### config.mk
export PLATFORM = sky130hd
export DESIGN_NAME = mem_bus_arbiter_flat
export DESIGN_NICKNAME = d
export VERILOG_FILES = /design/src/rtl/mem_bus_arbiter_if.sv /design/src/rtl/mem_bus_arbiter.sv /design/src/flat_wrapper.sv
export SDC_FILE = /design/constraint.sdc
export NUM_CORES = 1
export LEC_CHECK = 0
export CORE_AREA = 2 2 108 110
export DETAILED_ROUTE_END_ITERATION = 12
export DIE_AREA = 0 0 110 112
export PLACE_DENSITY = 0.75
export SLEW_MARGIN = 20
export SYNTH_ARGS = -nofsm -noshare
export SYNTH_HDL_FRONTEND = slang
export SYNTH_SLANG_ARGS = --single-unit
### constraint.sdc
create_clock -name clk -period 4.5 [get_ports clk]
set_input_delay 0.45 -clock clk [delete_from_list [all_inputs] [get_ports clk]]
set_output_delay 0.45 -clock clk [all_outputs]
set_load 0.02 [all_outputs]
### src/rtl/mem_bus_arbiter_if.sv
// ibus/dbus requester signals and the shared memory port, seen from the core side (master) and the arbiter (slave).
interface mem_bus_arbiter_if #(
    parameter int ADDR_W = 32,
    parameter int DATA_W = 32
);
    localparam int STRB_W = DATA_W / 8;

    logic              ibus_req;
    logic [ADDR_W-1:0] ibus_addr;
    logic [DATA_W-1:0] ibus_rdata;
    logic              ibus_ack;
    logic              ibus_stall;

    logic              dbus_req;
    logic [STRB_W-1:0] dbus_wstrb;
    logic [ADDR_W-1:0] dbus_addr;
    logic [DATA_W-1:0] dbus_wdata;
    logic [DATA_W-1:0] dbus_rdata;
    logic              dbus_ack;
    logic              dbus_stall;

    logic              mem_req;
    logic              mem_wr;
    logic [STRB_W-1:0] mem_wstrb;
    logic [ADDR_W-1:0] mem_addr;
    logic [DATA_W-1:0] mem_wdata;
    logic              mem_addr_ok;
    logic              mem_data_ok;
    logic [DATA_W-1:0] mem_rdata;

    modport slave (
        input  ibus_req, ibus_addr,
        output ibus_rdata, ibus_ack, ibus_stall,
        input  dbus_req, dbus_wstrb, dbus_addr, dbus_wdata,
        output dbus_rdata, dbus_ack, dbus_stall,
        output mem_req, mem_wr, mem_wstrb, mem_addr, mem_wdata,
        input  mem_addr_ok, mem_data_ok, mem_rdata
    );

    modport master (
        output ibus_req, ibus_addr,
        input  ibus_rdata, ibus_ack, ibus_stall,
        output dbus_req, dbus_wstrb, dbus_addr, dbus_wdata,
        input  dbus_rdata, dbus_ack, dbus_stall,
        input  mem_req, mem_wr, mem_wstrb, mem_addr, mem_wdata,
        output mem_addr_ok, mem_data_ok, mem_rdata
    );
endinterface

### src/rtl/mem_bus_arbiter.sv
// Shares one memory port between ibus and dbus, one outstanding transaction; mem_req 1 cycle after req, ack on mem_data_ok.
// Losers stall until served. Define ARB_FAIR_EN to alternate grants under contention (default: fixed dbus-first).
module mem_bus_arbiter #(
    parameter int ADDR_W = 32,
    parameter int DATA_W = 32
) (
    input  logic             clk,
    input  logic             rst,
    mem_bus_arbiter_if.slave bus
);
    localparam int STRB_W = DATA_W / 8;

    typedef enum logic [1:0] {
        IDLE = 2'd0,
        ADDR = 2'd1,
        DATA = 2'd2
    } state_t;

    typedef enum logic {
        OWN_IBUS = 1'b0,
        OWN_DBUS = 1'b1
    } owner_t;

    state_t            state_q;
    owner_t            owner_q;
    logic              mem_req_q;
    logic              mem_wr_q;
    logic [STRB_W-1:0] mem_wstrb_q;
    logic [ADDR_W-1:0] mem_addr_q;
    logic [DATA_W-1:0] mem_wdata_q;

    logic grant_dbus_d;
    logic complete;

`ifdef ARB_FAIR_EN
    owner_t last_grant_q;

    // Under contention the side that did not win last time goes first.
    assign grant_dbus_d = bus.dbus_req & (~bus.ibus_req | (last_grant_q == OWN_IBUS));
`else
    assign grant_dbus_d = bus.dbus_req;
`endif

    // mem_data_ok only counts while a transaction is open; strays in IDLE are dropped.
    assign complete = bus.mem_data_ok &
                      ((state_q == DATA) | ((state_q == ADDR) & bus.mem_addr_ok));

    always_ff @(posedge clk or posedge rst) begin
        if (rst) begin
            state_q     <= IDLE;
            owner_q     <= OWN_IBUS;
            mem_req_q   <= 1'b0;
            mem_wr_q    <= 1'b0;
            mem_wstrb_q <= '0;
            mem_addr_q  <= '0;
            mem_wdata_q <= '0;
`ifdef ARB_FAIR_EN
            last_grant_q <= OWN_IBUS;
`endif
        end else begin
            case (state_q)
                IDLE: begin
                    if (bus.ibus_req | bus.dbus_req) begin
                        owner_q     <= grant_dbus_d ? OWN_DBUS : OWN_IBUS;
                        mem_req_q   <= 1'b1;
                        mem_wr_q    <= grant_dbus_d & (|bus.dbus_wstrb);
                        mem_wstrb_q <= grant_dbus_d ? bus.dbus_wstrb : '0;
                        mem_addr_q  <= grant_dbus_d ? bus.dbus_addr : bus.ibus_addr;
                        mem_wdata_q <= grant_dbus_d ? bus.dbus_wdata : '0;
`ifdef ARB_FAIR_EN
                        last_grant_q <= grant_dbus_d ? OWN_DBUS : OWN_IBUS;
`endif
                        state_q     <= ADDR;
                    end
                end
                ADDR: begin
                    if (bus.mem_addr_ok) begin
                        mem_req_q <= 1'b0;
                        state_q   <= bus.mem_data_ok ? IDLE : DATA;
                    end
                end
                DATA: begin
                    if (bus.mem_data_ok) begin
                        state_q <= IDLE;
                    end
                end
                default: state_q <= IDLE;
            endcase
        end
    end

    assign bus.mem_req    = mem_req_q;
    assign bus.mem_wr     = mem_wr_q;
    assign bus.mem_wstrb  = mem_wstrb_q;
    assign bus.mem_addr   = mem_addr_q;
    assign bus.mem_wdata  = mem_wdata_q;

    assign bus.ibus_ack   = complete & (owner_q == OWN_IBUS);
    assign bus.dbus_ack   = complete & (owner_q == OWN_DBUS);
    assign bus.ibus_rdata = bus.mem_rdata;
    assign bus.dbus_rdata = bus.mem_rdata;
    assign bus.ibus_stall = bus.ibus_req & ~bus.ibus_ack;
    assign bus.dbus_stall = bus.dbus_req & ~bus.dbus_ack;
endmodule

### src/flat_wrapper.sv
// flat-port wrapper written by rule: the top's interface ports become plain ports
module mem_bus_arbiter_flat 
#(
    parameter int ADDR_W = 32,
    parameter int DATA_W = 32
)
  (clk, rst, bus_ibus_req, bus_ibus_addr, bus_ibus_rdata, bus_ibus_ack, bus_ibus_stall, bus_dbus_req, bus_dbus_wstrb, bus_dbus_addr, bus_dbus_wdata, bus_dbus_rdata, bus_dbus_ack, bus_dbus_stall, bus_mem_req, bus_mem_wr, bus_mem_wstrb, bus_mem_addr, bus_mem_wdata, bus_mem_addr_ok, bus_mem_data_ok, bus_mem_rdata);
  mem_bus_arbiter_if #(.ADDR_W(ADDR_W), .DATA_W(DATA_W)) bus_i ();
  input  logic clk;
  input  logic rst;
  input wire logic [$bits(bus_i.ibus_req)-1:0] bus_ibus_req;
  input wire logic [$bits(bus_i.ibus_addr)-1:0] bus_ibus_addr;
  output wire logic [$bits(bus_i.ibus_rdata)-1:0] bus_ibus_rdata;
  output wire logic [$bits(bus_i.ibus_ack)-1:0] bus_ibus_ack;
  output wire logic [$bits(bus_i.ibus_stall)-1:0] bus_ibus_stall;
  input wire logic [$bits(bus_i.dbus_req)-1:0] bus_dbus_req;
  input wire logic [$bits(bus_i.dbus_wstrb)-1:0] bus_dbus_wstrb;
  input wire logic [$bits(bus_i.dbus_addr)-1:0] bus_dbus_addr;
  input wire logic [$bits(bus_i.dbus_wdata)-1:0] bus_dbus_wdata;
  output wire logic [$bits(bus_i.dbus_rdata)-1:0] bus_dbus_rdata;
  output wire logic [$bits(bus_i.dbus_ack)-1:0] bus_dbus_ack;
  output wire logic [$bits(bus_i.dbus_stall)-1:0] bus_dbus_stall;
  output wire logic [$bits(bus_i.mem_req)-1:0] bus_mem_req;
  output wire logic [$bits(bus_i.mem_wr)-1:0] bus_mem_wr;
  output wire logic [$bits(bus_i.mem_wstrb)-1:0] bus_mem_wstrb;
  output wire logic [$bits(bus_i.mem_addr)-1:0] bus_mem_addr;
  output wire logic [$bits(bus_i.mem_wdata)-1:0] bus_mem_wdata;
  input wire logic [$bits(bus_i.mem_addr_ok)-1:0] bus_mem_addr_ok;
  input wire logic [$bits(bus_i.mem_data_ok)-1:0] bus_mem_data_ok;
  input wire logic [$bits(bus_i.mem_rdata)-1:0] bus_mem_rdata;
  assign bus_i.ibus_req = bus_ibus_req;
  assign bus_i.ibus_addr = bus_ibus_addr;
  assign bus_ibus_rdata = bus_i.ibus_rdata;
  assign bus_ibus_ack = bus_i.ibus_ack;
  assign bus_ibus_stall = bus_i.ibus_stall;
  assign bus_i.dbus_req = bus_dbus_req;
  assign bus_i.dbus_wstrb = bus_dbus_wstrb;
  assign bus_i.dbus_addr = bus_dbus_addr;
  assign bus_i.dbus_wdata = bus_dbus_wdata;
  assign bus_dbus_rdata = bus_i.dbus_rdata;
  assign bus_dbus_ack = bus_i.dbus_ack;
  assign bus_dbus_stall = bus_i.dbus_stall;
  assign bus_mem_req = bus_i.mem_req;
  assign bus_mem_wr = bus_i.mem_wr;
  assign bus_mem_wstrb = bus_i.mem_wstrb;
  assign bus_mem_addr = bus_i.mem_addr;
  assign bus_mem_wdata = bus_i.mem_wdata;
  assign bus_i.mem_addr_ok = bus_mem_addr_ok;
  assign bus_i.mem_data_ok = bus_mem_data_ok;
  assign bus_i.mem_rdata = bus_mem_rdata;
  mem_bus_arbiter #(.ADDR_W(ADDR_W), .DATA_W(DATA_W)) u_core (.clk(clk), .rst(rst), .bus(bus_i));
endmodule
==> results of run 1 <==
[worst register-to-register path: stages, from the launching register on]
cell and delay, ns:
dfrtp_1 0.40, nor2_2 0.18, o21ai_4 0.17, buf_16 0.23, buf_4 0.27, a22o_1 0.30
[layer usage]
metal	part of all wire (%)	wire, um	vias to the layer above
met5	0	0	-
met3	13	1092	26
li1	-	-	1131
met4	2.3	194	0
met1	37	3145	1133
met2	48	4064	172
[placed cells by master (no fill, tap or decap)]
master / Yosys / final
clkbuf_1: 1 / 1
bufinv_16: 0 / 1
mux2_1: 2 / 2
nor2_1: 2 / 2
buf_4: 65 / 3
nand2_1: 3 / 3
a21oi_1: 1 / 1
inv_6: 0 / 1
clkinv_2: 0 / 2
mux2_2: 62 / 62
a22o_1: 37 / 37
nand2b_1: 3 / 3
buf_16: 0 / 1
clkdlybuf4s50_1: 0 / 179
o21ai_4: 1 / 1
nor2_2: 1 / 1
o21ai_0: 1 / 1
clkbuf_16: 0 / 9
inv_2: 0 / 1
a21o_1: 1 / 1
dfrtp_1: 73 / 73
nand3b_1: 1 / 1
and2_1: 2 / 1
clkinv_4: 0 / 2
and2_2: 0 / 1
o21a_1: 1 / 1
or4_1: 1 / 1
nor2b_1: 1 / 1
[registers in the layout (all words and copies together), names as in the netlist]
| name | flops |
|---|---|
| u_core.bus.mem_addr | 32 |
| u_core.bus.mem_req | 1 |
| u_core.bus.mem_wdata | 32 |
| u_core.bus.mem_wr | 1 |
| u_core.bus.mem_wstrb | 4 |
| u_core.owner_q | 1 |
| u_core.state_q | 2 |
[cells by family (layout without fill, tap and decap cells)]
kind of cell | after synthesis | in the layout | synth area share [%]
and+or+nand+nor | 14 | 14 | 2.158
AOI/OAI and AO/OA | 42 | 42 | 10.16
buffers and inverters | 80 | 200 | 16.81
muxes | 64 | 64 | 20.05
DFF | 73 | 73 | 50.82
[layout make-up]
class	count	area share, %
clock buffer	10	4.311
clock inverter	6	1.249
inverter	1	0.07067
multi-input combinational	120	21.93
sequential	73	34.39
tap	143	3.369
timing repair buffer	183	34.68
[worst max-delay path by stage]
stage                       startpoint                 endpoint  cells past startpoint
after global routing      bus_dbus_req           bus_dbus_stall                      3
after global placement    bus_dbus_req  u_core.bus.mem_wdata[4]                      4
after floorplan                    rst   u_core.bus.mem_addr[0]                      1
after CTS                 bus_dbus_req  u_core.bus.mem_wdata[0]                      4
after detailed placement  bus_dbus_req  u_core.bus.mem_wdata[7]                      4
final                     bus_dbus_req           bus_dbus_stall                      3
[power by group through the flow]
| stage | Clock [mW] | Sequential, mW | Combinational (mW) |
|---|---|---|---|
| after global placement | 0 | 1.13 | 1.64 |
| after global routing | 0.750 | 1.17 | 1.77 |
| after CTS | 0.719 | 1.13 | 1.67 |
| after detailed placement | 0 | 1.13 | 1.67 |
| final | 0.693 | 1.13 | 1.67 |
| after floorplan | 0 | 1.48 | 0.625 |
==> impl_metrics.tcl, run 1 <==
set metrics [dict create \
    setup_viol 0 \
    layoutNonFillerInstCount 536 \
    synth.avg_cell_area_sq_um 13.17 \
    drv_slew 0 \
    synthCells 273 \
    dp.cells 519 \
    total_power_mw 3.485 \
    top_level_ports 276 \
    rows 39 \
    slowest_delay_ns 0.78 \
    cts-root-buf "clkbuf_16" \
    cp_slowest_cell "clkdlybuf4s50_1" \
    vdd.ir_drop.worst_mv 0.3517 \
    syn2layout_area_growth_pct 47.75 \
    wl_per_cell_um 15.85 \
    ys_seq_area_share_pct 50.82 \
    grt_use_total_pct 13.60 \
    path_max_fanout 11 \
    synthTopCellsByCount "73 x dfrtp_1, 65 x buf_4, 62 x mux2_2, 37 x a22o_1, 7 x buf_6" \
    met2_usage_pct 22.58 \
    endpoint_kind "output pin" \
    worstHoldStart "u_core.bus.mem_req" \
    yosysWarnings 0 \
    crit_chain "clkdlybuf4s50_1 > o21a_1 > clkdlybuf4s50_1" \
    yosysTopAreaCell "dfrtp_1" \
    grt_pass1_vias 2511 \
    clock_sinks 73 \
    cts_max_level 3 \
    whs_ns 0.4965 \
    first_pass_iters 4 \
    max_freq_ghz 0.4039 \
    nFillCells 1033 \
    synthArstFlopShare_pct 100.0 \
    worstPathRequired_ns 4.05 \
    clock_skew_ns 0.005066 \
    synth_nets 411 \
    synthTopCellsByArea "dfrtp_1 51%, mux2_2 19%, buf_4 14%, a22o_1 9.0%, buf_6 2.2%" \
    ys_types 22 \
    fin_ws_ns 2.024 \
    status "finished clean" \
    period_share_pct 55.02 \
    place_ws_ns 1.500 \
    p_comb_share_pct 47.8 \
    r2r_slack_ns 2.84 \
    grt_busiest_layer "met2" \
    dpl.hpwl_um 6412 \
    grtUsageMet1_pct 14.81 \
    post-route-util_pct 47.53 \
    crit_buf_inv 2 \
    tns_ns 0 \
    gp_congestion 0.7159 \
    cts_hold_buf 0 \
    rsz0062_at_grt "false" \
    ys.flop_type "dfrtp_1" \
    drive_gt1_share_pct 21.63 \
    cts-buffers-inserted 9 \
    die-area_sq_mm 0.01232 \
    seqCellArea_sq_mm 0.001827 \
    critPathLaunchType "primary input" \
    multiInputGateArea_sq_mm 0.001165 \
    slew_headroom_pct 51.57 \
    tightest_slew_ns 0.7254 \
    cp_common_cell "clkdlybuf4s50_1" \
    hold_viol 0 \
    vias 2462 \
    post_cts_buffers 0 \
    synth.most_common_cell "dfrtp_1" \
    grt_max_degree 40 \
    use_met3_pct 5.386 \
    postLayoutCellArea_sq_mm 0.005311 \
    synth-seq-cells 73 \
    antenna_cells 0 \
    finalWirelength_um 8497 \
    layout.nets 526 \
    start_util_pct 32.17 \
    seq_power_share_pct 32.3 \
    powerDensity_mw_per_mm2 656.2 \
    p_clk_share_pct 19.9 \
    syn_area_sq_mm 0.003595 \
    min_to "u_core.bus.mem_req" \
    swShare_pct 34.11 \
    clk_pin_slew_worst_paths_ns 0.06 \
    io_buffers 179 \
    place_area_sq_mm 0.004989 \
    p_switching_mw 1.189 \
    cts_tree "built" \
    min_delay_path_depth 2 \
    clk_latency_ns 0.32 \
    cp.arrival_ns 2.03 \
    die_h_um 112 \
    cts.path.max_buffers 2 \
    period_needed_ns 2.476 \
    vias_per_cell 4.593 \
    crit_type "in2out" \
    globalRouteOverflowTotal 0 \
    synth_top_area_share_pct 50.82 \
    core_area_sq_mm 0.01117 \
    timing.rr.start "u_core.state_q[1]" \
    min_path_type "reg2reg" \
    grt_pass1_wl_um 12630 \
    crit_family "buffers and inverters" \
    drtAntennaViolNets 0 \
    intPower_mw 2.296 \
    synth_edf_count 0 \
    max-cap-violations 0 \
    die_x_um 110 \
    antenna_found_initial 0 \
    drt_iter0_drc 34 \
    leakage_nw 2.201 \
    reg2regPathDepth 5 \
    r2r-end "u_core.bus.mem_wdata[0]" \
    post_cts_resized 0 \
    route.detailed.drc 0 \
]
Power figures use the tool's default switching activity.
==> run 2, diff against run 1 <==
--- a/config.mk
+++ b/config.mk
@@ -5,10 +5,10 @@
 export SDC_FILE = /design/constraint.sdc
 export NUM_CORES = 1
 export LEC_CHECK = 0
-export CORE_AREA = 2 2 108 110
+export CORE_MARGIN = 2
+export CORE_UTILIZATION = 34
 export DETAILED_ROUTE_END_ITERATION = 12
-export DIE_AREA = 0 0 110 112
-export PLACE_DENSITY = 0.75
+export PLACE_DENSITY = 0.78
 export SLEW_MARGIN = 20
 export SYNTH_ARGS = -nofsm -noshare
 export SYNTH_HDL_FRONTEND = slang
==> constraint.sdc (replaced) <==
create_clock -name clk -period 2.37 [get_ports clk]
set_input_delay 0.237 -clock clk [delete_from_list [all_inputs] [get_ports clk]]
set_output_delay 0.237 -clock clk [all_outputs]
set_load 0.02 [all_outputs]
==> run 2 against run 1 <==
  * Die area shrank 7.4%
  * Sequential power grew 89%
  * Power grew 81%
  * Routed wire length grew 6.9%
  * First-iteration DRC count grew 76%
  * Largest power group unchanged
==> impl_metrics.tcl, run 2 (synthesis results as in run 1) <==
set metrics [dict create \
    vias 2497 \
    grt_pass1_vias 2735 \
    die_h_um 106.8 \
    max_freq_ghz 0.4688 \
    grt_use_total_pct 15.53 \
    rows 37 \
    cts_tree "built" \
    drtAntennaViolNets 0 \
    drive_gt1_share_pct 21.83 \
    cts_hold_buf 0 \
    min_path_type "in2async" \
    mostFrequentLayoutCells "179 x clkdlybuf4s50_1, 73 x dfrtp_1, 62 x mux2_2, 37 x a22o_1, 9 x clkbuf_8" \
    crit_buf_inv 1 \
    drt_iter0_drc 60 \
    leakage_nw 2.169 \
    post_cts_resized 0 \
    gp_congestion 0.8303 \
    route.detailed.drc 0 \
    cp_slowest_cell "clkdlybuf4s50_1" \
    hold_viol 0 \
    io_buffers 179 \
    powerDensity_mw_per_mm2 1202 \
    vdd.ir_drop.worst_mv 0.5165 \
    cts-root-buf "clkbuf_8" \
    path_max_fanout 4 \
    vias_per_cell 4.711 \
    mostFrequentLayoutCell "clkdlybuf4s50_1" \
    setup.worst_path.start "u_core.state_q[1]" \
    timing.rr.start "u_core.state_q[1]" \
    status "finished clean" \
    crit_type "reg2out" \
    antenna_found_initial 0 \
    clk_latency_ns 0.34 \
    die_x_um 106.8 \
    total_power_mw 6.295 \
    dpl.hpwl_um 6894 \
    drv_slew 0 \
    period_share_pct 90.00 \
    slowest_delay_ns 0.53 \
    cts_max_level 3 \
    period_needed_ns 2.133 \
    tightest_slew_ns 0.6455 \
    cp.arrival_ns 1.90 \
    worstPathRequired_ns 2.13 \
    antenna_cells 0 \
    slew_headroom_pct 56.91 \
    clock_sinks 73 \
    clock_skew_ns 0.01099 \
    globalRouteOverflowTotal 0 \
    die-area_sq_mm 0.01141 \
    clk_pin_slew_worst_paths_ns 0.09 \
    grt_max_degree 46 \
    first_pass_iters 4 \
    setup_viol 0 \
    syn2layout_area_growth_pct 45.74 \
    finalWirelength_um 9080 \
    rsz0062_at_grt "false" \
    wl_per_cell_um 17.13 \
    cts.path.max_buffers 2 \
    endpoint_kind "output pin" \
    top_level_ports 276 \
    critPathLaunchType "flip-flop" \
    core_area_sq_mm 0.01028 \
    grt_pass1_wl_um 13730 \
    start_util_pct 34.98 \
    layout.nets 527 \
    tns_ns 0 \
    crit_family "buffers and inverters" \
    crit_chain "nand3b_1 > and2_1 > o21a_1 > clkdlybuf4s50_1" \
    cts-buffers-inserted 9 \
    max-cap-violations 0 \
    post_cts_buffers 0 \
]
run 2: changes by cell type in the layout (fill, tap and decap cells not counted), moves of 2 or more:
| cell | previous run | this run |
|---|---|---|
| buf_12 | 0 | 4 |
| clkbuf_16 | 9 | 0 |
| clkinv_2 | 2 | 0 |
| buf_4 | 3 | 1 |
| clkbuf_8 | 0 | 9 |
| inv_6 | 1 | 3 |
run 2: path summary, 6_finish.rpt:
kind / cells past startpoint / endpoint / slack (ns)
worst max-delay path: 4 / bus_dbus_stall / 0.24
worst min-delay path: 2 / u_core.bus.mem_addr[3] / 0.30
worst max register to register: 4 / u_core.bus.mem_wdata[28] / 0.99
worst min register to register: 1 / u_core.bus.mem_addr[29] / 0.51
max in group asynchronous: 3 / u_core.bus.mem_addr[2] / 1.39
min in group clk: 0 / bus_ibus_rdata[0] / 0.47
run 2: power breakdown:
part | internal [mW] | switching (mW) | total, mW
clock network | 0.411 | 0.534 | 0.945
logic | 1.74 | 1.47 | 3.21
registers | 1.82 | 0.322 | 2.14
total | 3.97 | 2.33 | 6.30
run 2: per-layer routing:
metal / global-route usage (%) / vias up / share of wire, %
met1: 16.92 / 1205 / 37
met4: 5.659 / 0 / 1.1
met5: 0 / - / 0
met3: 4.985 / 13 / 8.7
met2: 28.12 / 150 / 53
li1: - / 1129 / -
run 2: final cells by class:
type	instances	area (sq um)
Timing Repair Buffer	184	1879
Fill cell	946	5039
Tap cell	136	170.2
Multi-Input combinational cell	120	1164
Sequential cell	73	1827
Clock buffer	9	123.9
Inverter	1	3.754
Clock inverter	7	71.32
run 2: worst reg2reg max path, delay by kind of cell, from the launching register on:
kind / cells / cell delay (ns)
flops: 1 / 0.43
simple gates: 2 / 0.33
buf+inv: 1 / 0.34
compound gates: 1 / 0.22
run 2: through the flow:
stage               hold slack [ns]  area, sq um  cells  worst slack [ns]  utilization, %
detailed placement           0.4742         5044    514            0.3676           49.07
global placement             0.4742         5044    514            0.3988           49.07
global route                 0.3352         5239    530            0.1279           50.97
finish                       0.2999         5239    530            0.2370           50.97
CTS                          0.3166         5239    530            0.2198           50.97
floorplan                    0.3034         3595    273            0.2797               -
